`config.mk`:
```
export PLATFORM = sky130hd
export DESIGN_NAME = shared_path_arbiter
export DESIGN_NICKNAME = d
export VERILOG_FILES = /design/src/rtl/shared_path_arbiter.sv
export SDC_FILE = /design/constraint.sdc
export NUM_CORES = 1
export LEC_CHECK = 0
export CAP_MARGIN = 10
export CORE_MARGIN = 2
export CORE_UTILIZATION = 40
export DETAILED_ROUTE_END_ITERATION = 7
export GPL_ROUTABILITY_DRIVEN = 0
export PLACE_DENSITY = 0.83
export SYNTH_ARGS = -nofsm -noshare
export SYNTH_HDL_FRONTEND = slang
export SYNTH_SLANG_ARGS = --single-unit
```
`constraint.sdc`:
```
create_clock -name clk -period 1.7 [get_ports clk]
set_clock_uncertainty 0.2 [all_clocks]
set_input_delay 0.255 -clock clk [delete_from_list [all_inputs] [get_ports clk]]
set_output_delay 0.255 -clock clk [all_outputs]
set_load 0.005 [all_outputs]
```
`src/rtl/shared_path_arbiter.sv`:
```
// rtl/shared_path_arbiter.sv - two-requester burst-limited arbiter feeding one registered output slot
// Ownership is held per requester for up to MAX_BURST transfers while the other side waits.
module shared_path_arbiter #(
   parameter int MAX_BURST = 4
) (
   input  logic       clk,
   input  logic       rst_n,
   input  logic       req0,
   input  logic [7:0] data0,
   input  logic       req1,
   input  logic [7:0] data1,
   output logic       gnt0,
   output logic       gnt1,
   output logic [7:0] out_data,
   output logic       out_src,
   output logic       out_valid,
   input  logic       out_ready
);

   typedef enum logic [1:0] {IDLE, OWN0, OWN1} state_t;

   localparam logic [3:0] BURST_LIMIT = 4'(MAX_BURST);

   state_t     state_q, state_d;
   logic       last_q, last_d;
   logic [3:0] cnt_q, cnt_d;
   logic       out_valid_q, out_valid_d;
   logic [7:0] out_data_q, out_data_d;
   logic       out_src_q, out_src_d;

   logic       slot_free;
   logic       xfer0, xfer1;
   logic       own_req, other_req, own_xfer;
   logic [3:0] cnt_inc;
   state_t     other_state;

   assign slot_free = !out_valid_q || out_ready;
   assign gnt0      = (state_q == OWN0) && slot_free;
   assign gnt1      = (state_q == OWN1) && slot_free;
   assign xfer0     = req0 && gnt0;
   assign xfer1     = req1 && gnt1;

   assign own_req     = (state_q == OWN1) ? req1 : req0;
   assign other_req   = (state_q == OWN1) ? req0 : req1;
   assign other_state = (state_q == OWN1) ? OWN0 : OWN1;
   assign own_xfer    = xfer0 || xfer1;
   assign cnt_inc     = cnt_q + 4'd1;

   always_comb begin
      state_d = state_q;
      last_d  = last_q;
      cnt_d   = cnt_q;
      case (state_q)
         IDLE: begin
            if (req0 && req1) begin
               state_d = last_q ? OWN0 : OWN1;
            end else if (req0) begin
               state_d = OWN0;
            end else if (req1) begin
               state_d = OWN1;
            end
         end
         default: begin
            if (!own_req) begin
               state_d = other_req ? other_state : IDLE;
            end else if (own_xfer) begin
               if (cnt_inc == BURST_LIMIT) begin
                  if (other_req) begin
                     state_d = other_state;
                  end else begin
                     cnt_d = '0;
                  end
               end else begin
                  cnt_d = cnt_inc;
               end
            end
         end
      endcase
      // Any entry into an owner state restarts the burst and records the new owner.
      if ((state_d != state_q) && (state_d != IDLE)) begin
         last_d = (state_d == OWN1);
         cnt_d  = '0;
      end
   end

   always_comb begin
      out_valid_d = out_valid_q;
      out_data_d  = out_data_q;
      out_src_d   = out_src_q;
      if (xfer0) begin
         out_valid_d = 1'b1;
         out_data_d  = data0;
         out_src_d   = 1'b0;
      end else if (xfer1) begin
         out_valid_d = 1'b1;
         out_data_d  = data1;
         out_src_d   = 1'b1;
      end else if (out_ready) begin
         out_valid_d = 1'b0;
      end
   end

   always_ff @(posedge clk or negedge rst_n) begin
      if (!rst_n) begin
         state_q     <= IDLE;
         last_q      <= 1'b1;
         cnt_q       <= '0;
         out_valid_q <= 1'b0;
         out_data_q  <= 8'h00;
         out_src_q   <= 1'b0;
      end else begin
         state_q     <= state_d;
         last_q      <= last_d;
         cnt_q       <= cnt_d;
         out_valid_q <= out_valid_d;
         out_data_q  <= out_data_d;
         out_src_q   <= out_src_d;
      end
   end

   assign out_data  = out_data_q;
   assign out_src   = out_src_q;
   assign out_valid = out_valid_q;

endmodule

```
* After elaboration in Yosys (flattened, before gate mapping)
Cells that the tools add are included.
** Word-level totals
- Flip-flop bits (word level) :: 17
- Input bits :: 21
- Output and inout bits :: 12
- Word-level logic and storage cells :: 56
** Operators by class
- Add/subtract/negate cells :: 1
- Equal/unequal tests :: 7
- Mux-type cells :: 26
- Reductions and logical operators :: 16
** Operators by type and width (number)
- two-way mux 4 bit :: 6
- two-way mux 2 bit :: 11
- two-way mux 8 bit :: 2
- nonzero test 2 bit :: 4
- two-way mux 1 bit :: 7
- logical AND 1 bit :: 6
- adder 4 x 1 -> 4 bit (second input constant) :: 1
- equality test 2 bit (second input constant) :: 2
- equality test 4 x 3 -> 1 bit (second input constant) :: 1
- AND reduction 4 bit :: 1
- != test 3 x 2 -> 1 bit (second input constant) :: 1
- nonzero test 3 bit :: 1
- equality test 2 x 1 -> 1 bit (second input constant) :: 1
- logical NOT 2 bit :: 1
- logical OR 1 bit :: 2
- != test 2 bit :: 1
- != test 2 bit (second input constant) :: 1
- logical NOT 1 bit :: 1

* Longest topological paths before layout
Gate-level depths: netlist (run 1).
- Word-level depth :: 12
- Mapped depth :: 6
- Gate-level depth less buffers :: 6

* Worst setup path after synthesis (run 1)
No wires, ideal clock.
- Path type :: reg2reg
- Start :: register state_q[1]
- End :: register cnt_q[0]
- Library setup time :: 0.134 ns
- Arrival :: 1.481 ns
- Slack :: -0.114 ns
- Stages on the path, launching flop included :: 6
- Buffers on the path :: 1
- Cell sequence :: dfrtp_1 -> buf_6 -> nand3b_4 -> a2111o_1 -> o21ai_0 -> nor2_1
** Between the ends
- Word-level cells in the longest chain between the ends :: 11
- Elaborated cells on any way between the ends :: 29
** RTL lines
- start: declaration :: line 24 : state_t state_q, state_d;
- start signal: assignment :: line 112 : state_q <= state_d;
- equality test 2 bit or equality test 2 x 1 -> 1 bit (tied branches)
- two-way mux 2 bit (tied with other cells) :: line 45 : assign other_state = (state_q == OWN1) ? OWN0 : OWN1;
- two-way mux 2 bit (tied with other cells) :: line 68 : if (other_req) begin
- two-way mux 2 bit or logical OR 1 bit (tied branches) :: line 67, 46
- two-way mux 2 bit :: line 66 : end else if (own_xfer) begin
- two-way mux 2 bit :: line 64 : if (!own_req) begin
- two-way mux 2 bit :: line 53 : case (state_q)
- != test 2 bit or nonzero test 2 bit (tied branches) :: line 80 : if ((state_d != state_q) && (state_d != IDLE)) begin
- logical AND 1 bit :: line 80
- != test 3 x 2 -> 1 bit (no line) (tied with other cells)
- AND reduction 4 bit (no line)
- end signal: assignment :: line 114 : cnt_q <= cnt_d;
- end: declaration :: line 26 : logic [3:0] cnt_q, cnt_d;
Parallel ways exist; a longest one is shown, timed or not.
A chain may end at the register's enable or synchronous reset.

* Final worst setup path (run 1)
- Start :: register state_q[0]
- End :: register last_q
** Between the ends
- Word-level cells in the longest chain between the ends :: 9
- Elaborated cells on any way between the ends :: 24
** RTL lines
- equality test 2 bit or equality test 2 x 1 -> 1 bit (tied branches)
- two-way mux 2 bit (tied with other cells) :: line 45
- two-way mux 2 bit (tied with other cells) :: line 68
- two-way mux 2 bit or logical OR 1 bit (tied branches) :: line 67, 46
- two-way mux 2 bit :: line 66
- two-way mux 2 bit :: line 64
- two-way mux 2 bit :: line 53
- != test 2 bit or nonzero test 2 bit (tied branches) :: line 80
- logical AND 1 bit :: line 80
- end signal: assignment :: line 113 : last_q <= last_d;
- end: declaration :: line 25 : logic last_q, last_d;
Parallel ways exist; a longest one is shown, timed or not.

==> results of run 1 <==
==> area by class of cell <==
type                    count  share of cell area
flip-flops and latches     17               0.259
repair buffers             66               0.371
inverters                   2             0.00456
multi-input cells          76               0.328
well taps                  28              0.0213
clock buffers               4              0.0160
==> cell usage after synthesis (4+ instances only) <==
cell	instances
nand2_1	6
mux2i_1	10
dfrtp_1	16
a21oi_1	16
nor2_1	16
nand3_1	4
==> repair_timing <==
| action | in CTS | in global routing |
|---|---|---|
| pin swaps | 9 | 7 |
| gates cloned | 1 | 0 |
| setup buffers | 10 | 2 |
| hold buffers | 0 | 0 |
| setup endpoints to repair | 14 | 18 |
| gates resized for setup | 29 | 6 |
==> worst max-delay path by stage <==
stage | start | endpoint | slack (ps)
final | state_q[0] | last_q | -150
after global routing | state_q[0] | cnt_q[3] | -180
after CTS | state_q[1] | last_q | -130
after detailed placement | req1 | cnt_q[0] | -380
after global placement | out_ready | gnt0 | -360
after floorplan | state_q[0] | cnt_q[0] | -10
==> worst reg2reg max path, stage by stage (launching register included) <==
cell      delay [ps]
dfrtp_1          430
buf_6            140
nand3b_1         180
a2111o_1         450
buf_4            170
a41o_1           230
==> metrics by stage <==
step                power [mW]   util  TNS, ps  instance area [um2]
global placement          1.17  0.645    -4270                 1440
detailed placement        1.20  0.645    -4930                 1440
CTS                       1.53  0.721     -708                 1610
floorplan                0.842      -    -41.0                  956
finish                    1.55  0.737    -1090                 1650
global route              1.63  0.737    -1790                 1650
==> placed cells by master, fill, tap and decap left out, types with 2 or more instances in the layout <==
master / count
a21oi_1: 14
buf_2: 2
buf_4: 23
buf_6: 11
clkbuf_4: 3
clkdlybuf4s50_1: 27
dfrtp_1: 16
dlymetal6s2s_1: 2
inv_1: 2
mux2i_1: 9
nand2_1: 5
nand3_1: 4
nand4_1: 2
nor2_1: 16
nor2b_4: 2
==> registers in the layout (all words and copies together) (netlist names) <==
name / count
out_src: 1
last_q: 1
state_q: 2
cnt_q: 4
out_valid: 1
out_data: 8
==> metal layers <==
layer,share of wire,global-route usage
met1,0.39,0.241
met4,0.037,0.120
met5,0,0
met2,0.53,0.423
met3,0.040,0.0657
==> cells by family (layout without fill, tap and decap cells) <==
kind of cell    count (synthesis)  in the layout  share of synthesized area
compound gates                 25             25                      0.161
buf+inv                         8             72                     0.0461
mux                            10             10                      0.105
flops                          17             17                      0.449
fa+ha+maj                       1              1                     0.0132
xor+xnor                        1              1                    0.00921
simple gates                   39             39                      0.217
==> where the power goes <==
group / internal [mW] / leakage, nW / total (mW) / switching [mW]
combinational: 0.445 / 0.583 / 0.722 / 0.277
sequential: 0.520 / 0.202 / 0.591 / 0.0706
clock: 0.0918 / 0.0150 / 0.238 / 0.146
==> run_results.csv, run 1 <==
group,metric,value,unit
clock_tree,tritoncts,"yes",
critical_path,critical_path.cell_chain,"buf_6 > nand3b_1 > a2111o_1 > buf_4 > a41o_1",
drt,wire_per_inst,15.3,um
global_routing,antenna_found_initial,0,
synthesis,ys_warn_count,0,
timing,setup-violations-final,12,
finish,register_area,427,um2
critical_path,cpLargestDelayFamily,"compound AO/OA/AOI/OAI gates",
clock_tree,clkLatencyLatePin,310,ps
drt,postRouteAntennaNets,0,
synthesis,synth_nets,123,
place,hpwl,1900,um
timing,slew_headroom,0.770,
critical_path,critPathMaxStageDelay,450,ps
finish,num-fill-cells,161,
floorplan,io_pins,33,
synthesis,synth_edf_count,0,
synthesis,synth_ff_type,"dfrtp_1",
global_routing,grt.overflow.total,0,
critical_path,cp_slowest_cell,"a2111o_1",
critical_path,worstReg2RegEnd,"last_q",
synthesis,syn_avg_cell_area,9.41,um2
finish,finalNetCount,188,
critical_path,reg2reg_depth,5,
drt,vias,1002,
global_routing,grtUsageTotal,0.233,
drt,drc,0,
place,io_buffers,32,
global_routing,grt_pass1_vias,1040,
clock_tree,numCtsBuffers,3,
synthesis,ys_seq_elements,17,
power_and_ir_drop,power.density,942,mW/mm2
timing,worst_slew_pin_slew,343,ps
synthesis,ys_seq_area_frac,0.449,
finish,diodes,0,
floorplan,die_h,52.8,um
critical_path,r2r_start,"state_q[0]",
power_and_ir_drop,p_leak,0.799,nW
synthesis,yosys.area.top_type_share,0.421,
clock_tree,cts_root_buf,"clkbuf_4",
run,cap_violations,0,
critical_path,worstPathRequired,1740,ps
critical_path,cp.depth,5,
timing,holdWs,51.8,ps
critical_path,reg2reg_slack,-150,ps
floorplan,fp.dieArea,0.00278,mm2
global_routing,grt_max_degree,18,
critical_path,worstPathMaxFanout,4,
outcome,violations,"setup timing",
global_routing,grt_pass1_wl,4590,um
synthesis,synth_area_leader_cell,"dfrtp_1",
floorplan,core_area,0.00223,mm2
drt,drtIter0Drc,16,
timing,final.min_clock_period,1850,ps
place,dp_slack,-381,ps
drt,wl,2960,um
clock_tree,cts.path.max_buffers,2,
synthesis,netlist_instances,101,
place,place_inst,177,
clock_tree,htree_levels,1,
finish,drive_gt1_frac,0.315,
drt,first_pass_iters,4,
critical_path,worstSetupPathType,"reg -> reg",
critical_path,critPathArrivalTime,1890,ps
floorplan,start_util,0.426,
synthesis,synth_area_leaders,"dfrtp_1 (42%), mux2i_1 (11%), a21oi_1 (8.4%)",
drt,vias_per_cell,5.19,
floorplan,die_x,52.8,um
finish,multi_input_area,541,um2
min_path,hp-class,"in -> async",
critical_path,startpoint_type,"flop",
timing,fin_crit_sh,1.09,
clock_tree,clock-sinks,17,
timing,finalHoldViolations,0,
timing,rsz0062_at_grt,"yes",
power_and_ir_drop,max-vdd-ir-drop,0.000630,V
clock_tree,clk_transition_reported_paths,110,ps
outcome,status,"complete, but fails checks",
critical_path,path_buf_inv,2,
finish,post_layout_nonfiller_instances,193,
timing,drv_slew,0,
finish,area_growth,73.2,%
synthesis,synth_area,951,um2
synthesis,synth_cell_types,32,
floorplan,rows,17,
critical_path,crit_path_end_kind,"flop",
synthesis,ys_async_sr_fraction,1.00,
timing,timing.fmax,0.540,GHz
timing,worst_slack,-152,ps
(Power assumes the default switching activity.)
==> run 2: changes to the inputs <==
Settings changed: CORE_UTILIZATION 40 to 41, CTS_BUF_LIST set to sky130_fd_sc_hd__clkbuf_8, PLACE_DENSITY 0.83 to 0.85, RECOVER_POWER set to 25.
==> run 2 against run 1 <==
Against the previous run: final cell count increased by 2.6%; the run still ends with setup timing left; register-to-register slack worse by 60 ps; sequential power up 5.4%; sequential cell count unchanged; sequential share of layout area down 2.2 points; via count grew 12%; fmax down 3.3%; non-clock buffer count grew 5; highest routed layer unchanged; routed wire length increased by 28%.
==> run_results.csv, run 2 (synthesis results as in run 1) <==
group,metric,value,unit
global_routing,grtUsageTotal,0.242,
power_and_ir_drop,power.density,1000,mW/mm2
floorplan,io_pins,33,
floorplan,start_util,0.430,
power_and_ir_drop,p_leak,0.815,nW
finish,multi_input_area,641,um2
place,hpwl,1950,um
place,dp_slack,-401,ps
drt,drtIter0Drc,44,
clock_tree,htree_levels,1,
global_routing,grt_pass1_vias,1071,
drt,vias,1125,
finish,drive_gt1_frac,0.447,
global_routing,grt.overflow.total,0,
finish,post_layout_nonfiller_instances,198,
clock_tree,cts.path.max_buffers,2,
drt,wl_met3,196,um
finish,area_growth,89.2,%
finish,utilization,0.813,
outcome,violations,"setup timing",
floorplan,die_x,52.2,um
run,cap_violations,0,
drt,wl_met2,2060,um
timing,setup-violations-final,15,
critical_path,reg2reg_depth,7,
clock_tree,clk_transition_reported_paths,70,ps
clock_tree,clkLatencyLatePin,260,ps
clock_tree,tritoncts,"yes",
timing,worst_slew_pin_slew,962,ps
outcome,status,"complete, but fails checks",
critical_path,crit_path_end_kind,"flop",
timing,drv_slew,0,
timing,rsz0062_at_grt,"yes",
critical_path,worstSetupPathType,"in -> reg",
drt,postRouteAntennaNets,0,
drt,wire_per_inst,19.1,um
drt,wl,3790,um
critical_path,startpoint_type,"input port",
global_routing,grt_pass1_wl,4720,um
clock_tree,clock-sinks,17,
finish,diodes,0,
floorplan,core_area,0.00221,mm2
floorplan,rows,17,
timing,slew_headroom,0.359,
timing,timing.fmax,0.522,GHz
min_path,holdPathStages,2,
place,io_buffers,32,
power_and_ir_drop,fin_total_pwr,1.80,mW
finish,final_area,0.00180,mm2
timing,finalHoldViolations,0,
place,place_inst,180,
finish,num-fill-cells,123,
timing,worst_slack,-215,ps
finish,largest_reg_flops,8,
clock_tree,cts_root_buf,"clkbuf_8",
finish,finalNetCount,193,
clock_tree,numCtsBuffers,3,
critical_path,worstPathRequired,1640,ps
floorplan,die_h,52.2,um
timing,holdWs,357,ps
power_and_ir_drop,max-vdd-ir-drop,0.000772,V
finish,register_area,427,um2
drt,vias_per_cell,5.68,
place,dpl-instance-area,0.00146,mm2
floorplan,fp.dieArea,0.00272,mm2
critical_path,worstPathMaxFanout,4,
global_routing,grt_max_degree,18,
timing,final.min_clock_period,1920,ps
min_path,hp-class,"reg -> reg",
drt,top_layer,"met4",
global_routing,antenna_found_initial,0,
timing,tns,-1780,ps
drt,first_pass_iters,4,
timing,fin_crit_sh,1.13,
drt,drc,0,
finish,layout_common_cells,"clkdlybuf4s50_1 (28), buf_4 (28), dfrtp_1 (16)",
critical_path,critPathArrivalTime,1860,ps
drt,drt-met1-wl,1460,um
## run 2: cell count changes in the layout (fill, tap and decap cells not counted), sizes merged
cell	previous run	this run
clkinv	0	1
dlymetal6s2s	2	1
dlygate4sd3	0	1
clkdlybuf4s50	27	28
clkdlybuf4s15	0	1
buf	36	39
dlygate4sd2	1	0
## run 2: path summary, 6_finish.rpt
check | from | to | slack [ps]
max | req1 | cnt_q[3] | -220
min | out_data[1] | out_data[1] | 360
max reg2reg | state_q[0] | cnt_q[3] | -210
min reg2reg | out_data[1] | out_data[1] | 360
max in group asynchronous | rst_n | out_valid | 250
min in group asynchronous | rst_n | out_data[7] | 460
## run 2: power breakdown
group	internal [mW]	switching (mW)	leakage, nW
clock	0.163	0.150	0.0255
sequential	0.521	0.102	0.202
combinational	0.517	0.351	0.587
## run 2: final cells by class
| class | instances | area share |
|---|---|---|
| Clock buffer | 3 | 0.0229 |
| Clock inverter | 1 | 0.00278 |
| Inverter | 2 | 0.00417 |
| Multi-Input combinational cell | 76 | 0.356 |
| Sequential cell | 17 | 0.237 |
| Tap cell | 28 | 0.0195 |
| Timing Repair Buffer | 71 | 0.357 |
## run 2: worst max-delay path: stages
cell and delay, ps:
clkdlybuf4s50_1 520, nand3b_1 140, a2111o_1 510, buf_4 170
o21ai_4 180, nor2_1 70
## run 2: metal layers
layer	GRT usage	vias up
met1	0.253	559
met4	0.128	0
met5	0	-
met2	0.451	61
met3	0.0460	8
li1	-	497
## run 2: timing repair
action,in CTS,in global routing
gates cloned,0,1
endpoints found under the setup margin,16,18
hold buffers,0,0
setup buffers,6,7
gates resized for setup,15,41
pin swaps,4,9
==> run 3: changes to the inputs <==
Settings changed: CELL_PAD_IN_SITES_DETAIL_PLACEMENT set to 1, CELL_PAD_IN_SITES_GLOBAL_PLACEMENT set to 1, CORE_UTILIZATION 41 to 31, PLACE_DENSITY 0.85 to 0.86.
==> run 3 against run 2 <==
Against the previous run: sequential power fell by 3.9%; the run still ends with setup timing left; combinational power is 20% lower; hold slack worse by 220 ps; register-to-register slack worse by 30 ps; sequential cell count stayed put; largest cell class unchanged; critical path type is now reg -> reg; non-clock buffer count fell by 7; critical path depth is the same.
==> run_results.csv, run 3 (synthesis results as in run 1) <==
group,metric,value,unit
outcome,status,"complete, but fails checks",
outcome,violations,"setup timing",
place,dpl-instance-area,0.00145,mm2
critical_path,critical_path.cell_chain,"buf_6 > nand3b_4 > a2111o_1 > buf_4 > a21oi_1 > a21boi_1",
finish,layout_common_cells,"clkdlybuf4s50_1 (27), buf_4 (27), nor2_1 (16), a21oi_1 (16), dfrtp_1 (15)",
finish,post_layout_nonfiller_instances,196,
timing,holdWs,136,ps
clock_tree,clkLatencyLatePin,250,ps
drt,wire_per_inst,17.1,um
timing,worst_slew_pin_slew,645,ps
drt,postRouteAntennaNets,0,
finish,utilization,0.539,
timing,tns,-1650,ps
timing,finalHoldViolations,0,
drt,vias,1011,
critical_path,critPathMaxStageDelay,490,ps
power_and_ir_drop,power.density,994,mW/mm2
finish,finalNetCount,186,
timing,final.min_clock_period,1940,ps
floorplan,io_pins,33,
drt,drc,0,
finish,final_area,0.00160,mm2
drt,first_pass_iters,2,
power_and_ir_drop,fin_total_pwr,1.59,mW
min_path,hp-class,"in -> async",
drt,drtIter0Drc,11,
critical_path,cp_slowest_cell,"a2111o_1",
timing,timing.fmax,0.516,GHz
global_routing,grtUsageTotal,0.202,
clock_tree,htree_levels,1,
timing,slew_headroom,0.570,
floorplan,core_area,0.00298,mm2
clock_tree,numCtsBuffers,3,
finish,area_growth,68.7,%
critical_path,critPathArrivalTime,1870,ps
critical_path,cpLargestDelayFamily,"compound AO/OA/AOI/OAI gates",
clock_tree,cts.path.max_buffers,2,
critical_path,worstPathMaxFanout,4,
clock_tree,clk_transition_reported_paths,70,ps
critical_path,cp.depth,6,
timing,rsz0062_at_grt,"yes",
floorplan,die_x,59.4,um
timing,worst_slack,-237,ps
place,hpwl,2290,um
timing,fin_crit_sh,1.14,
finish,drive_gt1_frac,0.276,
critical_path,reg2reg_depth,6,
timing,setup-violations-final,14,
drt,wl,3360,um
finish,largest_reg_flops,8,
timing,drv_slew,0,
clock_tree,tritoncts,"yes",
critical_path,worstPathRequired,1630,ps
floorplan,start_util,0.319,
floorplan,rows,20,
critical_path,worstSetupPathType,"reg -> reg",
floorplan,die_h,59.4,um
place,dp_slack,-378,ps
finish,diodes,0,
power_and_ir_drop,max-vdd-ir-drop,0.000720,V
global_routing,grt_pass1_vias,1094,
place,place_inst,183,
drt,vias_per_cell,5.16,
global_routing,grt_pass1_wl,5310,um
clock_tree,clock-sinks,17,
place,io_buffers,32,
floorplan,fp.dieArea,0.00353,mm2
clock_tree,cts_root_buf,"clkbuf_8",
global_routing,grt.overflow.total,0,
global_routing,grt_max_degree,14,
critical_path,crit_path_end_kind,"flop",
critical_path,path_buf_inv,2,
run,cap_violations,0,
global_routing,antenna_found_initial,0,
critical_path,startpoint_type,"flop",
power_and_ir_drop,p_leak,0.782,nW
## run 3: per-layer routing
layer  wire length, um  vias up  track usage
met3                49        4       0.0262
li1                  -      482            -
met1              1430      512        0.250
met5                 0        -            0
met4                29        0       0.0390
met2              1850       13        0.372
## run 3: repair_timing
| action | 4_1_cts | 5_1_grt |
|---|---|---|
| hold buffers | 0 | 0 |
| buffers inserted | 6 | 3 |
| gates resized for setup | 14 | 7 |
| pin swaps | 3 | 1 |
| setup endpoints to repair | 17 | 18 |
## run 3: worst paths after layout
kind / slack [ps] / from / endpoint
worst max-delay path: -240 / state_q[1] / state_q[0]
worst min-delay path: 140 / rst_n / out_data[1]
worst max register to register: -240 / state_q[1] / state_q[0]
worst min register to register: 350 / out_data[0] / out_data[0]
max in group asynchronous: 290 / rst_n / cnt_q[1]
min in group clk: 350 / out_data[0] / out_data[0]
## run 3: where the power goes
part           leakage, nW  switching [mW]  internal (mW)
Combinational        0.554           0.278          0.412
Clock               0.0269           0.145          0.160
Sequential           0.201          0.0773          0.522
## run 3: layout make-up
class	count	area, um2
Clock buffer	3	41.3
Clock inverter	1	3.75
Fill cell	329	1370
Inverter	2	7.51
Multi-Input combinational cell	76	519
Sequential cell	17	428
Tap cell	33	41.3
Timing Repair Buffer	64	563
